[src/rtl/branch_resolve_unit.sv]
// In-flight branch queue: out-of-order resolution, in-order predictor training, mispredict flush.
// Optional BRU_PERF_CNT_EN adds saturating retire/mispredict counters as extra ports.
module branch_resolve_unit #(
  parameter int unsigned DEPTH = 8,
  parameter int unsigned IDX_W = 4,
  parameter int unsigned GHR_W = 4,
  parameter int unsigned TAG_W = $clog2(DEPTH)
) (
  input  logic             clk,
  input  logic             rst,
  input  logic             pred_valid,
  output logic             pred_ready,
  input  logic [31:0]      pred_pc,
  input  logic             pred_taken,
  input  logic [GHR_W-1:0] pred_ghr,
  output logic [TAG_W-1:0] pred_tag,
  input  logic             res_valid,
  input  logic [TAG_W-1:0] res_tag,
  input  logic             res_taken,
  input  logic [31:0]      res_target,
  output logic             upd_valid,
  output logic [IDX_W-1:0] upd_index,
  output logic             upd_taken,
  output logic [GHR_W-1:0] upd_ghr,
  output logic             flush,
  output logic [31:0]      redirect_pc,
`ifdef BRU_PERF_CNT_EN
  output logic [31:0]      perf_branches,
  output logic [31:0]      perf_mispredicts,
`endif
  output logic [TAG_W:0]   count
);

  typedef logic [TAG_W:0] ptr_t;

  ptr_t             head_q, head_d, tail_q, tail_d;
  logic [DEPTH-1:0] valid_q, valid_d, resolved_q, resolved_d, act_q, act_d, ptkn_q;
  logic [31:0]      pc_q  [DEPTH];
  logic [GHR_W-1:0] ghr_q [DEPTH];

  logic             upd_valid_q, upd_taken_q, flush_q;
  logic [IDX_W-1:0] upd_index_q;
  logic [GHR_W-1:0] upd_ghr_q;
  logic [31:0]      redirect_q, redirect_d;

  logic [TAG_W-1:0] head_idx, tail_idx, res_off;
  ptr_t             res_ptr;
  logic             full, res_hit, mispredict, push, retire;
  logic [DEPTH-1:0] younger;

  assign head_idx   = head_q[TAG_W-1:0];
  assign tail_idx   = tail_q[TAG_W-1:0];
  assign full       = (head_idx == tail_idx) && (head_q[TAG_W] != tail_q[TAG_W]);
  assign count      = tail_q - head_q;
  assign res_hit    = res_valid && valid_q[res_tag];
  assign mispredict = res_hit && (res_taken != ptkn_q[res_tag]);
  assign pred_ready = !full && !flush_q && !mispredict;
  assign pred_tag   = tail_idx;
  assign push       = pred_valid && pred_ready;
  assign retire     = valid_q[head_idx] && resolved_q[head_idx];
  assign redirect_d = res_taken ? res_target : pc_q[res_tag] + 32'd4;

  // Age of the resolved entry relative to head rebuilds its full pointer, wrap bit included.
  assign res_off = res_tag - head_idx;
  assign res_ptr = head_q + ptr_t'(res_off);

  always_comb begin
    younger = '0;
    for (int unsigned i = 0; i < DEPTH; i++) begin
      younger[i] = TAG_W'(TAG_W'(i) - head_idx) > res_off;
    end
  end

  always_comb begin
    head_d     = head_q;
    tail_d     = tail_q;
    valid_d    = valid_q;
    resolved_d = resolved_q;
    act_d      = act_q;
    if (res_hit) begin
      resolved_d[res_tag] = 1'b1;
      act_d[res_tag]      = res_taken;
    end
    if (retire) begin
      valid_d[head_idx] = 1'b0;
      head_d            = head_q + ptr_t'(1);
    end
    if (mispredict) begin
      tail_d  = res_ptr + ptr_t'(1);
      valid_d = valid_d & ~younger;
    end else if (push) begin
      valid_d[tail_idx]    = 1'b1;
      resolved_d[tail_idx] = 1'b0;
      tail_d               = tail_q + ptr_t'(1);
    end
  end

  always_ff @(posedge clk or posedge rst) begin
    if (rst) begin
      head_q      <= '0;
      tail_q      <= '0;
      valid_q     <= '0;
      resolved_q  <= '0;
      act_q       <= '0;
      upd_valid_q <= 1'b0;
      upd_index_q <= '0;
      upd_taken_q <= 1'b0;
      upd_ghr_q   <= '0;
      flush_q     <= 1'b0;
      redirect_q  <= '0;
    end else begin
      head_q      <= head_d;
      tail_q      <= tail_d;
      valid_q     <= valid_d;
      resolved_q  <= resolved_d;
      act_q       <= act_d;
      upd_valid_q <= retire;
      if (retire) begin
        upd_index_q <= pc_q[head_idx][IDX_W-1:0];
        upd_taken_q <= act_q[head_idx];
        upd_ghr_q   <= ghr_q[head_idx];
      end
      flush_q <= mispredict;
      if (mispredict) begin
        redirect_q <= redirect_d;
      end
    end
  end

  always_ff @(posedge clk or posedge rst) begin
    if (rst) begin
      ptkn_q <= '0;
      for (int unsigned i = 0; i < DEPTH; i++) begin
        pc_q[i]  <= '0;
        ghr_q[i] <= '0;
      end
    end else if (push) begin
      ptkn_q[tail_idx] <= pred_taken;
      pc_q[tail_idx]   <= pred_pc;
      ghr_q[tail_idx]  <= pred_ghr;
    end
  end

  assign upd_valid   = upd_valid_q;
  assign upd_index   = upd_index_q;
  assign upd_taken   = upd_taken_q;
  assign upd_ghr     = upd_ghr_q;
  assign flush       = flush_q;
  assign redirect_pc = redirect_q;

`ifdef BRU_PERF_CNT_EN
  logic [31:0] perf_br_q, perf_mp_q;

  always_ff @(posedge clk or posedge rst) begin
    if (rst) begin
      perf_br_q <= '0;
      perf_mp_q <= '0;
    end else begin
      if (retire && (perf_br_q != '1)) begin
        perf_br_q <= perf_br_q + 32'd1;
      end
      if (mispredict && (perf_mp_q != '1)) begin
        perf_mp_q <= perf_mp_q + 32'd1;
      end
    end
  end

  assign perf_branches    = perf_br_q;
  assign perf_mispredicts = perf_mp_q;
`endif

endmodule
[config.mk]
export PLATFORM = sky130hd
export DESIGN_NAME = branch_resolve_unit
export DESIGN_NICKNAME = d
export VERILOG_FILES = /design/src/rtl/branch_resolve_unit.sv
export SDC_FILE = /design/constraint.sdc
export NUM_CORES = 1
export LEC_CHECK = 0
export BUFFER_PORTS_ARGS = -buffer_cell sky130_fd_sc_hd__buf_2
export CORE_AREA = 5 5 189 191
export DETAILED_ROUTE_END_ITERATION = 7
export DIE_AREA = 0 0 194 196
export GPL_TIMING_DRIVEN = 0
export PLACE_DENSITY = 0.79
export SLEW_MARGIN = 20
export SYNTH_ARGS = -nofsm -noshare
export SYNTH_HDL_FRONTEND = slang
export SYNTH_SLANG_ARGS = --single-unit
[constraint.sdc]
create_clock -name clk -period 32.5 [get_ports clk]
set_clock_uncertainty 0.05 [all_clocks]
set_input_delay 3.25 -clock clk [delete_from_list [all_inputs] [get_ports clk]]
set_output_delay 3.25 -clock clk [all_outputs]
set_load 0.005 [all_outputs]
==> out/summary.txt, run 1 <==
Status -> completed
#FFs+latches synth -> 371
GRT Util Overall -> 0.266
Mapped cell area -> 18,400 um2
CTS tree -> done
CP peak stage delay -> 760 ps
Setup Viol. Count Final -> 0
WP data required -> 29,200 ps
Clk sink count -> 371
Hold Path End -> redirect_pc[0]
DP Area -> 19,700 um2
Detailed Routing Iterations Pass 1 -> 5
Worst-Skew Late Latency -> 530 ps
Most used DFF post-synth -> dfrtp_1
Internal -> 1.38 mW
Worst R2R Start -> head_q[2]
Die area -> 38,000 um2
Fillcell total -> 2,550
Commonest cells after routing, fill and taps aside -> dfrtp_1 (371), mux2_2 (286), buf_2 (152), nand2_1 (125), mux4_2 (56)
Root buf cell -> clkbuf_16
Synthesis Warnings -> 0
RSZ-0062 raised after global routing -> false
Final min period -> 9910 ps
Area of the multi-input gates -> 8430 um2
Cells after synthesis -> 1,403
Clock Path Buffers -> 3
Min-delay src -> redirect_pc[0]
Reg power frac -> 0.402
Final Hold Fails -> 0
Ys async rst share -> 1.00
Routed WL per cell -> 24.9 um
Critical-path cell list -> buf_2 > buf_6 > inv_1 > a21oi_1 > o32ai_1 > o211ai_2 > clkbuf_1 > clkbuf_1 > and2_1 > buf_2
Crit Reg-Reg Endpoint -> ghr_q[5]
Met2 GRT Util -> 0.429
Combinational share of power -> 0.384
Initial Util -> 0.541
Register area share after synthesis -> 0.505
Syn_nets -> 1,506
Port bufs -> 126
GR Util met3 -> 0.0589
Sequential Area -> 9280 um2
P_leak -> 9.37 nW
Max Cap Viol -> 0
DR iter-0 viols -> 1,016
Routing usage on met1 -> 0.358
Syn avg cell area -> 13.1 um2
EDFF count, synth -> 0
Initial antenna violation count -> 8
Post-DP HPWL -> 34,900 um
Final WL -> 51,200 um
Post-Layout Inst Area -> 20,900 um2
Setup TNS -> 0 ps
First-pass GRT wire length -> 79,100 um
Worst slew pin tran -> 1100 ps
Chip width -> 194 um
Post CTS Setup Buffer Count -> 0
Slew HR -> 0.267
DRC Markers -> 0
Clk slew on worst S/H paths -> 60 ps
Post-CTS Resized -> 0
CTS H-Tree Depth -> 2
Ports -> 128
Area growth syn-to-layout -> 13.9%
Post-CTS Hold Buffers -> 0
Largest net degree at the start of global routing -> 107
Critical path launch point type -> primary input
Setup slack, reg-to-reg -> 28,830 ps
Hold Path Class -> register to register
Distinct cell type count after synthesis -> 70
Hold Path Depth -> 2
Crit path max-delay cell type -> clkbuf_1
Final #Nets -> 1,676
Achievable clock frequency -> 101 MHz
Crit Path Category -> primary input to primary output
Vias per cell -> 6.17
Vias in the first global route -> 13,226
Final antenna-violating net count -> 0
Row count -> 68
Commonest non-fill, non-tap cell in the layout -> dfrtp_1
Worst vdd ir -> 0.0533 mV
Via count -> 12,700
CP endpoint kind -> primary output
Total grt overflow -> 0
Critical Path AT -> 6610 ps
Final worst-path cycle share -> 0.305
Sw frac -> 0.334
Layout cells sized above 1 -> 0.388
Worst Path Max Fanout -> 10
Die H -> 196 um
Most used routing layer -> met2
NetSw -> 0.690 mW
Core area -> 33,900 um2
Power Dens Cells -> 98.8 nW/um2
Worst Reg2Reg Path Length in Cells -> 10
GPL Wtd Cong -> 0.900
Clock Power Share -> 0.214
Slew Limit Fails -> 0
Clock buffer count from CTS -> 39
==> per-layer routing <==
layer,vias to the layer above,share of wire,routed length [um]
li1,5467,-,-
met1,6552,0.41,21200
met2,546,0.47,23900
met3,127,0.078,3970
met4,8,0.040,2040
met5,-,0.00082,42
==> power groups by stage <==
| stage | Combinational, mW | Clock [mW] | Sequential (mW) |
|---|---|---|---|
| floorplan | 0.592 | 0 | 0.788 |
| global placement | 0.755 | 0 | 0.815 |
| detailed placement | 0.788 | 0 | 0.829 |
| CTS | 0.793 | 0.446 | 0.823 |
| global route | 0.864 | 0.465 | 0.851 |
| finish | 0.794 | 0.443 | 0.830 |
==> flip-flops by register name, summed over array words and instances, names as in the netlist <==
| signal | count |
|---|---|
| upd_valid | 1 |
| flush | 1 |
| valid_q | 8 |
| ptkn_q | 8 |
| resolved_q | 8 |
| tail_q | 4 |
| upd_index | 4 |
| pc_q | 256 |
| ghr_q | 32 |
| head_q | 4 |
| redirect_pc | 32 |
| upd_taken | 1 |
| act_q | 8 |
| upd_ghr | 4 |
==> critical path, delay by kind of cell <==
kind | cells | cell delay, ps
AND/OR/NAND/NOR | 1 | 240
AO/OA/AOI/OAI | 3 | 940
buffers and inverters | 6 | 2150
==> stage by stage <==
| stage | utilization | total power [mW] | hold WS (ps) | setup slack, ps | instances |
|---|---|---|---|---|---|
| CTS | 0.616 | 2.06 | 429 | 22650 | 2051 |
| global route | 0.616 | 2.18 | 455 | 22530 | 2054 |
| finish | 0.616 | 2.07 | 426 | 22590 | 2057 |
| floorplan | - | 1.38 | 409 | 18900 | 1403 |
| detailed placement | 0.579 | 1.62 | 416 | 22670 | 1987 |
| global placement | 0.576 | 1.57 | 408 | 15300 | 1984 |
==> cell type report <==
| type | count | area share |
|---|---|---|
| Clock inverter | 10 | 0.00490 |
| Multi-Input combinational cell | 914 | 0.403 |
| Buffer | 92 | 0.0264 |
| Antenna cell | 6 | 0.000718 |
| Clock buffer | 54 | 0.0547 |
| Sequential cell | 371 | 0.444 |
| Timing Repair Buffer | 129 | 0.0341 |
| Inverter | 26 | 0.00502 |
| Tap cell | 455 | 0.0272 |
==> how the worst max path moves through the flow <==
stage                from  slack, ps    endpoint  cells after the start
6_report       res_tag[2]      22590  pred_ready                     10
3_3_place_gp          rst      15300   pc_q[100]                      2
3_5_place_dp   res_tag[1]      22670  pred_ready                     11
4_1_cts        res_tag[2]      22650  pred_ready                     10
2_1_floorplan         rst      18900    act_q[0]                      1
5_1_grt        res_tag[1]      22530  pred_ready                     11
==> synthesized netlist by cell type, types with 23 or more instances <==
library cell,instances,area [um2]
a21oi_1,30,150
buf_2,26,130
clkbuf_1,33,124
dfrtp_1,371,9280
ha_1,23,288
inv_1,25,93.8
mux2_2,286,3220
mux2_4,28,420
mux2i_1,42,420
mux4_2,56,1260
nand2_1,125,469
nand3_1,28,140
nor2_1,42,158
o21ai_0,31,155
==> cells by family (layout without fill, tap and decap cells) <==
| family | count (synthesis) | count (layout) | synth area share |
|---|---|---|---|
| and+or+nand+nor | 273 | 273 | 0.0706 |
| AOI/OAI and AO/OA | 164 | 164 | 0.0606 |
| muxes | 416 | 416 | 0.292 |
| xor gates and xnor gates | 34 | 34 | 0.0162 |
| buffers and inverters | 118 | 311 | 0.0354 |
| other | 0 | 6 | 0 |
| adders and majority gates | 27 | 27 | 0.0195 |
| DFF | 371 | 371 | 0.505 |
No activity file was read; power rests on OpenSTA's default activity.
==> run 2: changes to the inputs <==
clock period = 9.4 ns   (was 32.5 ns; I/O delays follow)
==> run 2 against run 1 <==
Against the previous run:
- critical path depth stayed put
- first-iteration DRC count is 9.5% higher
- clock power grew to 3.5 times the previous value
- combinational power grew to 3.5 times the previous value
- final area is 0.90% higher
- global-route usage is 0.43 points higher
- non-clock buffer count is 9 higher
- sequential power grew to 3.5 times the previous value
- via count is 2.2% higher
- clock-buffer cell count is 3 higher
- total power grew to 3.5 times the previous value
- critical path type unchanged
- highest routed layer unchanged
==> out/summary.txt, run 2 (synthesis results as in run 1) <==
CTS H-Tree Depth -> 2
WP data required -> 8410 ps
Chip width -> 194 um
Max FFs per register -> 256
GPL Wtd Cong -> 0.911
CTS tree -> done
Power Dens Cells -> 340 nW/um2
Ports -> 128
Crit path buf inv count -> 6
Vias per cell -> 6.28
Worst vdd ir -> 0.182 mV
Util after Layout -> 0.622
Initial antenna violation count -> 4
Die H -> 196 um
Detailed Routing Iterations Pass 1 -> 7
Final #Nets -> 1,685
Min-delay src -> redirect_pc[1]
Worst slew pin tran -> 1150 ps
Layout cells sized above 1 -> 0.392
Crit Path Category -> primary input to primary output
Critical Path AT -> 4200 ps
Routed WL per cell -> 25.3 um
Area growth syn-to-layout -> 14.9%
Hold Path End -> redirect_pc[1]
Worst-Skew Late Latency -> 540 ps
Worst R2R Start -> head_q[2]
DRC Markers -> 0
Clock Path Buffers -> 3
Commonest non-fill, non-tap cell in the layout -> dfrtp_1
Port bufs -> 126
Achievable clock frequency -> 193 MHz
Final WL -> 52,200 um
P_leak -> 9.44 nW
Hold Path Class -> register to register
Critical-path cell list -> buf_2 > buf_6 > inv_1 > a21oi_1 > o32ai_1 > o211ai_2 > clkbuf_1 > clkbuf_1 > and2_1 > buf_2
Cell family with the largest share of critical-path delay -> buffers and inverters
CP startpoint -> res_tag[2]
Largest net degree at the start of global routing -> 36
Final worst-path cycle share -> 0.552
CP endpoint kind -> primary output
Final Hold Fails -> 0
Die area -> 38,000 um2
Final antenna-violating net count -> 0
Slew Limit Fails -> 0
Total power -> 7.18 mW
Setup Viol. Count Final -> 0
CP peak stage delay -> 740 ps
Most flop-heavy register -> pc_q
Row count -> 68
GRT Util Overall -> 0.271
DR iter-0 viols -> 1,113
Post-DP HPWL -> 36,000 um
Worst Path Max Fanout -> 10
RSZ-0062 raised after global routing -> false
Vias in the first global route -> 13,669
Via count -> 12,975
Post CTS Setup Buffer Count -> 0
Crit Reg-Reg Endpoint -> ptkn_q[6]
Hold Path Depth -> 2
Max Cap Viol -> 0
Initial Util -> 0.541
Status -> completed
Total grt overflow -> 0
Clk sink count -> 371
First-pass GRT wire length -> 80,300 um
Root buf cell -> clkbuf_16
Clock buffer count from CTS -> 39
Setup slack, reg-to-reg -> 5710 ps
Clk slew on worst S/H paths -> 60 ps
Commonest cells after routing, fill and taps aside -> dfrtp_1 (371), mux2_2 (286), buf_2 (152), nand2_1 (125), mux4_2 (56)
Post-CTS Resized -> 0
Post-CTS Hold Buffers -> 0
Crit path max-delay cell type -> clkbuf_1
Slew HR -> 0.229
Setup TNS -> 0 ps
Critical path launch point type -> primary input
Worst Hold Slack -> 424 ps
Core area -> 33,900 um2
Worst Reg2Reg Path Length in Cells -> 10
Final min period -> 5190 ps
[run 2: cell types whose count changed in the layout (fill, tap and decap cells not counted), sizes merged]
cell      previous run  this run
buf                188       197
diode                6         3
clkbuf              87        90
clkinv               8         5
clkinvlp             1         5
[run 2: report_power, final]
group,switching (mW),internal [mW],leakage (nW)
Sequential,0.482,2.39,4.50
Combinational,1.29,1.47,4.34
Clock,0.648,0.900,0.611
[run 2: worst max path at each step]
| stage | slack (ps) | cells after the start | endpoint |
|---|---|---|---|
| 6_report | 4210 | 10 | pred_ready |
| 5_1_grt | 4140 | 10 | pred_ready |
| 4_1_cts | 4250 | 10 | pred_ready |
| 3_5_place_dp | 4260 | 10 | pred_ready |
| 3_3_place_gp | 1470 | 2 | pc_q[100] |
| 2_1_floorplan | 3430 | 1 | act_q[0] |
[run 2: layout make-up]
type | count | area (um2)
Fill cell | 2551 | 12800
Sequential cell | 371 | 9280
Multi-Input combinational cell | 914 | 8430
Clock buffer | 57 | 1140
Timing Repair Buffer | 138 | 893
Tap cell | 455 | 569
Buffer | 92 | 552
Clock inverter | 11 | 123
Inverter | 26 | 101
Antenna cell | 3 | 7.51
[run 2: metrics by stage]
step           setup slack (ps)  std cells  instance area (um2)
2_1_floorplan              3430       1403                18400
3_3_place_gp               1470       1984                19600
3_5_place_dp               4260       1996                19800
4_1_cts                    4250       2064                21100
5_1_grt                    4140       2065                21100
6_report                   4210       2067                21100
[run 2: tightest hold or removal path, stage by stage (launching register included)]
cell and delay [ps]:
dfrtp_1 340, nand2_1 40, o21ai_0 60
[run 2: layer usage]
metal / up-vias / part of all wire / track usage
li1: 5493 / - / -
met1: 6696 / 0.40 / 0.354
met2: 624 / 0.47 / 0.444
met3: 158 / 0.083 / 0.0586
met4: 4 / 0.046 / 0.111
met5: - / 0.00052 / 0
